File: src/rtl/sia_wbm_poller_if.sv
`default_nettype none
// ============================================================================
// Module      : sia_wbm_poller_if
// Description : Wishbone B.4 pipelined bus between the SIA polling master and
//               the sia_wb slave. Signal names keep the master's direction
//               suffixes so that both ends read the same way.
//               adr_o[2:0] word address, we_o, cyc_o, stb_o, sel_o[1:0],
//               dat_o[15:0] (master -> slave); dat_i[15:0], ack_i, stall_i
//               (slave -> master).
// Revision    : 1.0 - initial release
// ============================================================================
interface sia_wbm_poller_if;
    logic [2:0]  adr_o;
    logic        we_o;
    logic        cyc_o;
    logic        stb_o;
    logic [1:0]  sel_o;
    logic [15:0] dat_o;
    logic [15:0] dat_i;
    logic        ack_i;
    logic        stall_i;

    modport master (
        output adr_o, we_o, cyc_o, stb_o, sel_o, dat_o,
        input  dat_i, ack_i, stall_i
    );

    modport slave (
        input  adr_o, we_o, cyc_o, stb_o, sel_o, dat_o,
        output dat_i, ack_i, stall_i
    );
endinterface
`default_nettype wire

File: src/rtl/sia_wbm_poller.sv
`default_nettype none
// ============================================================================
// Module      : sia_wbm_poller
// Description : Wishbone pipelined master that polls one sia_wb slave. It
//               reads STATUS, pops received words from TRXDAT into a one-word
//               holding register, and writes stream words into TRXDAT when the
//               transmit queue has room. One bus transaction in flight.
// Ports       : clk_i, reset_i (async, active high), enable_i
//               wb          - Wishbone master modport
//               rx_dat_o / rx_valid_o / rx_ready_i - receive stream out
//               tx_dat_i / tx_valid_i / tx_ready_o - transmit stream in
//               err_o       - one-cycle pulse on ack timeout
// Revision    : 1.0 - initial release
// ============================================================================
module sia_wbm_poller #(
    parameter int         RXNE_BIT    = 0,
    parameter int         TXNF_BIT    = 1,
    parameter int         POLL_GAP    = 15,
    parameter int         ACK_TIMEOUT = 255,
    parameter logic [2:0] ADR_STATUS  = 3'd0,
    parameter logic [2:0] ADR_TRXDAT  = 3'd1
) (
    input  logic             clk_i,
    input  logic             reset_i,
    input  logic             enable_i,
    sia_wbm_poller_if.master wb,
    output logic [15:0]      rx_dat_o,
    output logic             rx_valid_o,
    input  logic             rx_ready_i,
    input  logic [15:0]      tx_dat_i,
    input  logic             tx_valid_i,
    output logic             tx_ready_o,
    output logic             err_o
);

    localparam int c_GAP_W = (POLL_GAP > 0) ? $clog2(POLL_GAP + 1) : 1;
    localparam int c_TMO_W = $clog2(ACK_TIMEOUT + 1);
    localparam logic [c_GAP_W-1:0] c_GAP_RELOAD = c_GAP_W'(POLL_GAP);
    localparam logic [c_TMO_W-1:0] c_TMO_LAST   = c_TMO_W'(ACK_TIMEOUT - 1);

    typedef enum logic [1:0] {
        S_IDLE = 2'd0,
        S_POLL = 2'd1,
        S_RXRD = 2'd2,
        S_TXWR = 2'd3
    } state_t;

    state_t               r_state,    w_state;
    logic                 r_cyc,      w_cyc;
    logic                 r_stb,      w_stb;
    logic                 r_we,       w_we;
    logic [1:0]           r_sel,      w_sel;
    logic [2:0]           r_adr,      w_adr;
    logic [15:0]          r_dat,      w_dat;
    logic [c_GAP_W-1:0]   r_gap,      w_gap;
    logic [c_TMO_W-1:0]   r_tmo,      w_tmo;
    logic                 r_last_tx,  w_last_tx;   // side served last (1 = TX)
    logic [15:0]          r_rx_dat,   w_rx_dat;
    logic                 r_rx_valid, w_rx_valid;
    logic                 r_tx_ready, w_tx_ready;
    logic                 r_err,      w_err;
    logic                 w_rx_work;
    logic                 w_tx_work;

    always_ff @(posedge clk_i or posedge reset_i) begin
        if (reset_i) begin
            r_state    <= S_IDLE;
            r_cyc      <= 1'b0;
            r_stb      <= 1'b0;
            r_we       <= 1'b0;
            r_sel      <= 2'b00;
            r_adr      <= 3'd0;
            r_dat      <= 16'h0000;
            r_gap      <= '0;
            r_tmo      <= '0;
            r_last_tx  <= 1'b1;    // first contested choice goes to RX
            r_rx_dat   <= 16'h0000;
            r_rx_valid <= 1'b0;
            r_tx_ready <= 1'b0;
            r_err      <= 1'b0;
        end else begin
            r_state    <= w_state;
            r_cyc      <= w_cyc;
            r_stb      <= w_stb;
            r_we       <= w_we;
            r_sel      <= w_sel;
            r_adr      <= w_adr;
            r_dat      <= w_dat;
            r_gap      <= w_gap;
            r_tmo      <= w_tmo;
            r_last_tx  <= w_last_tx;
            r_rx_dat   <= w_rx_dat;
            r_rx_valid <= w_rx_valid;
            r_tx_ready <= w_tx_ready;
            r_err      <= w_err;
        end
    end

    always_comb begin
        w_state    = r_state;
        w_cyc      = r_cyc;
        w_stb      = r_stb;
        w_we       = r_we;
        w_sel      = r_sel;
        w_adr      = r_adr;
        w_dat      = r_dat;
        w_gap      = r_gap;
        w_tmo      = r_tmo;
        w_last_tx  = r_last_tx;
        w_rx_dat   = r_rx_dat;
        w_rx_valid = r_rx_valid;
        w_tx_ready = 1'b0;
        w_err      = 1'b0;

        // Work decision uses the holding register as it is now; a word being
        // consumed this very cycle only delays the next read by one poll.
        w_rx_work = wb.dat_i[RXNE_BIT] & ~r_rx_valid;
        w_tx_work = wb.dat_i[TXNF_BIT] & tx_valid_i;

        if (r_rx_valid && rx_ready_i) begin
            w_rx_valid = 1'b0;
        end

        // Common bus progress: strobe drops on acceptance, the cycle ends on
        // ack (possibly in the acceptance cycle) or on the ack timeout.
        if (r_cyc) begin
            if (r_stb && !wb.stall_i) begin
                w_stb = 1'b0;
                w_tmo = '0;
            end else if (!r_stb) begin
                w_tmo = r_tmo + c_TMO_W'(1);
            end
            if (wb.ack_i || (!r_stb && r_tmo == c_TMO_LAST)) begin
                w_cyc = 1'b0;
                w_stb = 1'b0;
                w_we  = 1'b0;
                w_sel = 2'b00;
                w_adr = 3'd0;
                w_dat = 16'h0000;
            end
            if (!wb.ack_i && !r_stb && r_tmo == c_TMO_LAST) begin
                w_err   = 1'b1;
                w_gap   = c_GAP_RELOAD;
                w_state = S_IDLE;
            end
        end

        case (r_state)
            S_IDLE: begin
                if (enable_i && r_gap == '0) begin
                    w_state = S_POLL;
                    w_cyc   = 1'b1;
                    w_stb   = 1'b1;
                    w_sel   = 2'b11;
                    w_adr   = ADR_STATUS;
                    w_we    = 1'b0;
                    w_dat   = 16'h0000;
                end else if (r_gap != '0) begin
                    w_gap = r_gap - c_GAP_W'(1);
                end
            end
            S_POLL: begin
                if (r_cyc && wb.ack_i) begin
                    if (w_rx_work && (!w_tx_work || r_last_tx)) begin
                        w_state = S_RXRD;
                    end else if (w_tx_work) begin
                        w_state = S_TXWR;
                    end else begin
                        w_state = S_IDLE;
                        w_gap   = c_GAP_RELOAD;
                    end
                end
            end
            S_RXRD: begin
                if (!r_cyc) begin
                    w_cyc = 1'b1;
                    w_stb = 1'b1;
                    w_sel = 2'b11;
                    w_adr = ADR_TRXDAT;
                    w_we  = 1'b0;
                    w_dat = 16'h0000;
                end else if (wb.ack_i) begin
                    w_rx_dat   = wb.dat_i;
                    w_rx_valid = 1'b1;
                    w_last_tx  = 1'b0;
                    w_state    = S_IDLE;
                    w_gap      = '0;
                end
            end
            S_TXWR: begin
                if (!r_cyc) begin
                    w_cyc = 1'b1;
                    w_stb = 1'b1;
                    w_sel = 2'b11;
                    w_adr = ADR_TRXDAT;
                    w_we  = 1'b1;
                    w_dat = tx_dat_i;
                end else if (wb.ack_i) begin
                    w_tx_ready = 1'b1;
                    w_last_tx  = 1'b1;
                    w_state    = S_IDLE;
                    w_gap      = '0;
                end
            end
            default: begin
                w_state = S_IDLE;
            end
        endcase
    end

    assign wb.cyc_o   = r_cyc;
    assign wb.stb_o   = r_stb;
    assign wb.we_o    = r_we;
    assign wb.sel_o   = r_sel;
    assign wb.adr_o   = r_adr;
    assign wb.dat_o   = r_dat;
    assign rx_dat_o   = r_rx_dat;
    assign rx_valid_o = r_rx_valid;
    assign tx_ready_o = r_tx_ready;
    assign err_o      = r_err;

endmodule
`default_nettype wire

File: src/flat_wrapper.sv
// flat-port wrapper written by rule: the top's interface ports become plain ports
module sia_wbm_poller_flat 
#(
    parameter int         RXNE_BIT    = 0,
    parameter int         TXNF_BIT    = 1,
    parameter int         POLL_GAP    = 15,
    parameter int         ACK_TIMEOUT = 255,
    parameter logic [2:0] ADR_STATUS  = 3'd0,
    parameter logic [2:0] ADR_TRXDAT  = 3'd1
)
  (clk_i, reset_i, enable_i, rx_dat_o, rx_valid_o, rx_ready_i, tx_dat_i, tx_valid_i, tx_ready_o, err_o, wb_adr_o, wb_we_o, wb_cyc_o, wb_stb_o, wb_sel_o, wb_dat_o, wb_dat_i, wb_ack_i, wb_stall_i);
  sia_wbm_poller_if wb_i ();
  input  logic clk_i;
  input  logic reset_i;
  input  logic enable_i;
  output logic [15:0] rx_dat_o;
  output logic rx_valid_o;
  input  logic rx_ready_i;
  input  logic [15:0] tx_dat_i;
  input  logic tx_valid_i;
  output logic tx_ready_o;
  output logic err_o;
  output wire logic [$bits(wb_i.adr_o)-1:0] wb_adr_o;
  output wire logic [$bits(wb_i.we_o)-1:0] wb_we_o;
  output wire logic [$bits(wb_i.cyc_o)-1:0] wb_cyc_o;
  output wire logic [$bits(wb_i.stb_o)-1:0] wb_stb_o;
  output wire logic [$bits(wb_i.sel_o)-1:0] wb_sel_o;
  output wire logic [$bits(wb_i.dat_o)-1:0] wb_dat_o;
  input wire logic [$bits(wb_i.dat_i)-1:0] wb_dat_i;
  input wire logic [$bits(wb_i.ack_i)-1:0] wb_ack_i;
  input wire logic [$bits(wb_i.stall_i)-1:0] wb_stall_i;
  assign wb_adr_o = wb_i.adr_o;
  assign wb_we_o = wb_i.we_o;
  assign wb_cyc_o = wb_i.cyc_o;
  assign wb_stb_o = wb_i.stb_o;
  assign wb_sel_o = wb_i.sel_o;
  assign wb_dat_o = wb_i.dat_o;
  assign wb_i.dat_i = wb_dat_i;
  assign wb_i.ack_i = wb_ack_i;
  assign wb_i.stall_i = wb_stall_i;
  sia_wbm_poller #(.RXNE_BIT(RXNE_BIT), .TXNF_BIT(TXNF_BIT), .POLL_GAP(POLL_GAP), .ACK_TIMEOUT(ACK_TIMEOUT), .ADR_STATUS(ADR_STATUS), .ADR_TRXDAT(ADR_TRXDAT)) u_core (.clk_i(clk_i), .reset_i(reset_i), .enable_i(enable_i), .wb(wb_i), .rx_dat_o(rx_dat_o), .rx_valid_o(rx_valid_o), .rx_ready_i(rx_ready_i), .tx_dat_i(tx_dat_i), .tx_valid_i(tx_valid_i), .tx_ready_o(tx_ready_o), .err_o(err_o));
endmodule
File: config.mk
export PLATFORM = sky130hd
export DESIGN_NAME = sia_wbm_poller_flat
export DESIGN_NICKNAME = d
export VERILOG_FILES = /design/src/rtl/sia_wbm_poller_if.sv /design/src/rtl/sia_wbm_poller.sv /design/src/flat_wrapper.sv
export SDC_FILE = /design/constraint.sdc
export NUM_CORES = 1
export LEC_CHECK = 0
export CAP_MARGIN = 15
export CORE_ASPECT_RATIO = 0.8
export CORE_MARGIN = 2
export CORE_UTILIZATION = 48
export DETAILED_ROUTE_END_ITERATION = 7
export DONT_BUFFER_PORTS = 1
export GPL_TIMING_DRIVEN = 0
export MAX_ROUTING_LAYER = met4
export PLACE_DENSITY = 0.65
export RECOVER_POWER = 25
export SETUP_SLACK_MARGIN = 0.05
export SYNTH_ARGS = -nofsm -noshare
export SYNTH_HDL_FRONTEND = slang
export SYNTH_SLANG_ARGS = --single-unit
File: constraint.sdc
create_clock -name clk_i -period 1.8 [get_ports clk_i]
set_input_delay 0.09 -clock clk_i [delete_from_list [all_inputs] [get_ports clk_i]]
set_output_delay 0.09 -clock clk_i [all_outputs]
set_load 0.03 [all_outputs]
Word level (Yosys, flattened, before mapping)
Index checks and enable logic that the tools add are counted.

$add $sub $neg: 2. Reductions and logical operators: 22. Mux-type cells: 68. Bitwise operators: 3. Equal/unequal tests: 9.

Operator list (count): 2-to-1 mux 16 bit (5); case mux 16 bit (3 select lines) (1); 2-to-1 mux 4 bit (9); 2-to-1 mux 1 bit (27); 2-to-1 mux 2 bit (12); 2-to-1 mux 8 bit (2); 2-to-1 mux 3 bit (4); case mux 4 bit (3 select lines) (1); adder 8 x 1 -> 8 bit, second input constant (1); equality test 8 bit, second input constant (1); logical AND 1 bit (8); inequality test 2 bit, second input constant (3); case mux 1 bit (2 select lines) (3); case mux 2 bit (3 select lines) (1); case mux 3 bit (2 select lines) (1); AND reduction 5 bit (1); equality test 2 bit, second input constant (2); zero test 1 bit (4); zero test 4 bit (1); inequality test 2 x 1 -> 1 bit, second input constant (2); case mux 2 bit (2 select lines) (1); nonzero test 4 bit (1); subtractor 4 x 1 -> 4 bit, second input constant (1); case mux 1 bit (3 select lines) (1); 9 further kinds (11).

Output and inout port bits: 43. Register bits after elaboration: 58.

Depth between registers and ports, before layout
Depth after elaboration: 9. Gate-level depth with buffers: 7.

Least setup slack after synthesis
Ideal clock, no wire load.

Path type: reg-to-reg. Start: register u_core.r_gap[0]. End: register u_core.r_dat[10] (netlist: u_core.wb.dat_o[10]). Slack: 0.043 ns. Setup time: 0.121 ns. Required time: 1.679 ns. Data arrival time: 1.636 ns. Path buffers: 1. Period minus slack after synthesis: 1.757 ns. Stages on the path, launching flop included: 8. Path through: dfrtp_1 > inv_1 > ha_1 > nor3b_1 > and3_1 > nor3_4 > buf_6 > a22o_1.

Word-level cells in the longest chain between the ends: 4.

Ends and longest elaborated chain: start: declaration (line sia_wbm_poller.sv:55) `logic [c_GAP_W-1:0] r_gap, w_gap;`; start signal: assignment (line sia_wbm_poller.sv:89) `r_gap <= w_gap;`; zero test 4 bit (line sia_wbm_poller.sv:150) `if (enable_i && r_gap == '0) begin`; logical AND 1 bit (line sia_wbm_poller.sv:150); 2-to-1 mux 16 bit (line sia_wbm_poller.sv:150); case mux 16 bit (3 select lines) (line sia_wbm_poller.sv:148) `case (r_state)`; via u_core.w_dat[10] (line sia_wbm_poller.sv:54) `logic [15:0] r_dat, w_dat;`; end signal: assignment (line sia_wbm_poller.sv:88) `r_dat <= w_dat;`; end: declaration (line sia_wbm_poller.sv:54).

The timed path passes the listed nets, and every way through them passes these cells. A chain may end at the register's enable or synchronous reset.

Worst setup path in the final report
Start: register u_core.r_gap[0]. End: register u_core.r_dat[14] (netlist: u_core.wb.dat_o[14]).

Same word-level chain as after synthesis.

==> flow_summary.yaml <==
clocking:
  htreeDepth: 3
  cts_root_buf: "clkbuf_8"
  cts_sinks: 58
  numCtsBuffers: 9
  cts_tree: "done"
  clock_latency_ns: 0.33
  clk_pin_slew_ns: 0.07
  cts_buffer_depth: 2
synthesis:
  ys_types: 44
  synthSimpleGateAreaFrac_pct: 14.63
  ys_seq_area_share_pct: 57.56
  mappedNetlistArea_mm2: 0.002524
  avgSynthCellArea_um2: 11.90
  synth.area.mux_share_pct: 7.933
  yosys.area_share.adder_pct: 1.487
  ys_seq_elements: 58
  synth_top_family_by_area: "simple AND/OR/NAND/NOR gates"
  synth-compound-area-share_pct: 13.19
  synth-xor-area-share_pct: 1.735
  ys.flop_type: "dfrtp_1"
  synthArstFlopShare_pct: 100.0
  synth_fp_nets: 254
  syn-instance-count: 212
  synth_edf_count: 0
  yosys_warnings: 0
detailed_routing:
  num_vias: 1830
  drtAntennaViolNets: 0
  totalWireLength_mm: 5.693
  wl_per_cell_um: 17.10
  dr.pass1.iters: 4
  drt_iter0_drc: 93
  drc_errors: 0
  routed_via_density: 5.495
sta:
  finalCritPeriodShare_pct: 93.39
  tightest_slew_ns: 0.9692
  final_max_slew_viol_count: 0
  period_minus_slack_ns: 1.681
  rsz0062_at_grt: "false"
  setup_tns_ns: 0
  final-setup-viol-count: 0
  holdWs_ns: 0.04638
  fmax_mhz: 594.9
  clock_skew_ns: 0.007109
  hold_violations: 0
  slew_headroom_pct: 35.31
finish:
  fin_nets: 308
  layout-drive-gt1-share_pct: 22.51
  n_antenna_cell: 0
  fin_util_pct: 66.46
  layout.cells.non_filler: 333
  area.growth.synth_to_final_pct: 32.62
global_route:
  grt_usage_pct: 20.66
  grt_overflow: 0
  grt_max_degree: 35
  grt_pass1_wl_mm: 8.673
  grt_pass1_vias: 1781
  antenna_found_initial: 0
hold_path:
  hold_class: "input pin to register"
setup_path:
  crit_chain: "inv_2 > ha_4 > nor3b_4 > and3_4 > nor3_4 > buf_6 > a22o_1"
  critPathKind: "register to register"
  start_kind: "register"
  critPathMaxStageDelay_ns: 0.41
  crit_slowest_cell: "dfrtp_1"
  critPathCaptureType: "register"
  arrival_ns: 1.90
  worst-endpoint-required_ns: 2.02
  cp_max_fo: 10
pwr:
  total_power_uw: 4164
  power_density_mw_per_mm2: 1244
  ir_drop_mv: 0.7006
  p_leak_uw: 0.001608
place:
  hpwl_mm: 3.478
  portBuffers: 0
  gp_congestion: 0.7801
  dp.cells: 275
die:
  ioPinCount: 82
  start_util_pct: 50.11
  core_area_mm2: 0.005036
  die_h_um: 68.86
  num_rows: 23
  die_w_um: 85.07
  dieArea_mm2: 0.005857
run:
  maxCapViolations: 0
run_status:
  status: "complete, no violations"
-- metal layers --
layer / vias up / global-route usage, % / wire (µm)
met5: - / - / 0
met4: 0 / 9.524 / 61
met3: 6 / 8.333 / 390
met2: 62 / 30.27 / 2697
met1: 897 / 25.37 / 2544
li1: 865 / - / -
-- state kept, by name (all words and copies together) (netlist names) --
name and flops:
u_core.err_o 1, u_core.r_gap 4, u_core.r_last_tx 1, u_core.r_state 2
u_core.r_tmo 8, u_core.rx_dat_o 16, u_core.rx_valid_o 1, u_core.tx_ready_o 1
u_core.wb.adr_o 3, u_core.wb.cyc_o 1, u_core.wb.dat_o 16, u_core.wb.sel_o 2
u_core.wb.stb_o 1, u_core.wb.we_o 1
-- repair_timing --
item,in CTS,in global routing
hold buffers,38,0
endpoints found under the hold margin,63,0
endpoints found under the setup margin,31,24
pin swaps,2,2
setup buffers,3,2
cloned,0,0
gates resized for setup,11,7
-- kinds of logic after synthesis --
logic type / after synthesis
AND/OR/NAND/NOR: 66
flip-flops: 58
AO/OA/AOI/OAI: 44
buffers and inverters: 18
multiplexers: 18
XOR/XNOR: 5
adder cells (fa/ha/maj): 3
-- cell usage in the layout, fill, tap and decap left out, types with 5 or more instances in the layout --
cell           instances
a21oi_1                5
a22o_1                16
buf_4                  5
clkbuf_8              10
dfrtp_1               55
dlygate4sd3_1         38
inv_1                  7
mux2_2                13
nand2_1               14
nand3_1                5
nor2_1                11
nor3_1                 8
o21ai_0                9
-- synth_stat cells (2+ instances only) --
master | n | share of area [%]
a21o_1 | 3 | 0.89
nand2b_1 | 4 | 0.99
buf_4 | 2 | 0.59
a21oi_1 | 5 | 0.99
and2_1 | 5 | 1.2
o21ai_0 | 9 | 1.8
ha_1 | 3 | 1.5
inv_1 | 9 | 1.3
nand3_1 | 6 | 1.2
xnor2_1 | 2 | 0.69
mux2_1 | 3 | 1.3
mux2i_1 | 2 | 0.79
nor3_1 | 8 | 1.6
a22o_1 | 16 | 5.6
or3_1 | 2 | 0.50
nand2_1 | 14 | 2.1
nor2b_1 | 2 | 0.50
mux2_2 | 13 | 5.8
o22ai_1 | 2 | 0.50
and3_1 | 4 | 0.99
clkbuf_1 | 2 | 0.30
nand4_1 | 3 | 0.74
xor2_1 | 3 | 1.0
nor2_1 | 11 | 1.6
buf_2 | 4 | 0.79
dfrtp_1 | 57 | 57
-- cell type report --
type | count | area [µm²]
Fill cell | 387 | 1689
Sequential cell | 58 | 1455
Multi-Input combinational cell | 136 | 1027
Timing Repair Buffer | 44 | 441.7
Clock buffer | 10 | 137.6
Clock inverter | 6 | 113.9
Tap cell | 62 | 77.57
Buffer | 8 | 60.06
Inverter | 9 | 33.78
-- critical path, delay by kind of cell, from the launching register on --
family,cells,cell delay [ns]
and+or+nand+nor,3,0.54
DFF,1,0.41
AOI/OAI and AO/OA,1,0.24
buffers and inverters,2,0.23
adders and majority gates,1,0.15
-- metrics by stage --
stage               instance area, µm²  setup slack [ns]
global placement                  2603           -0.3160
floorplan                         2525           0.05119
global route                      3347           0.03083
finish                            3347            0.1190
detailed placement                2623           -0.1975
CTS                               3316           0.05536
-- worst paths after layout --
path	startpoint	end	slack, ns	cells after the start
min in group asynchronous	reset_i	u_core.wb.dat_o[12]	0.42	2
max in group asynchronous	reset_i	u_core.r_last_tx	0.61	3
worst min-delay path	enable_i	u_core.wb.we_o	0.05	2
worst min register to register	u_core.r_last_tx	u_core.r_last_tx	0.51	1
worst max-delay path	u_core.r_gap[0]	u_core.wb.dat_o[14]	0.12	7
worst max register to register	u_core.r_gap[0]	u_core.wb.dat_o[14]	0.12	7
-- where the power goes --
group          leakage [µW]  switching (µW)  internal (µW)
combinational      0.000712             407            430
clock              0.000119             528            959
sequential         0.000777             363           1480
total               0.00161            1300           2870
(Power assumes the default switching activity.)
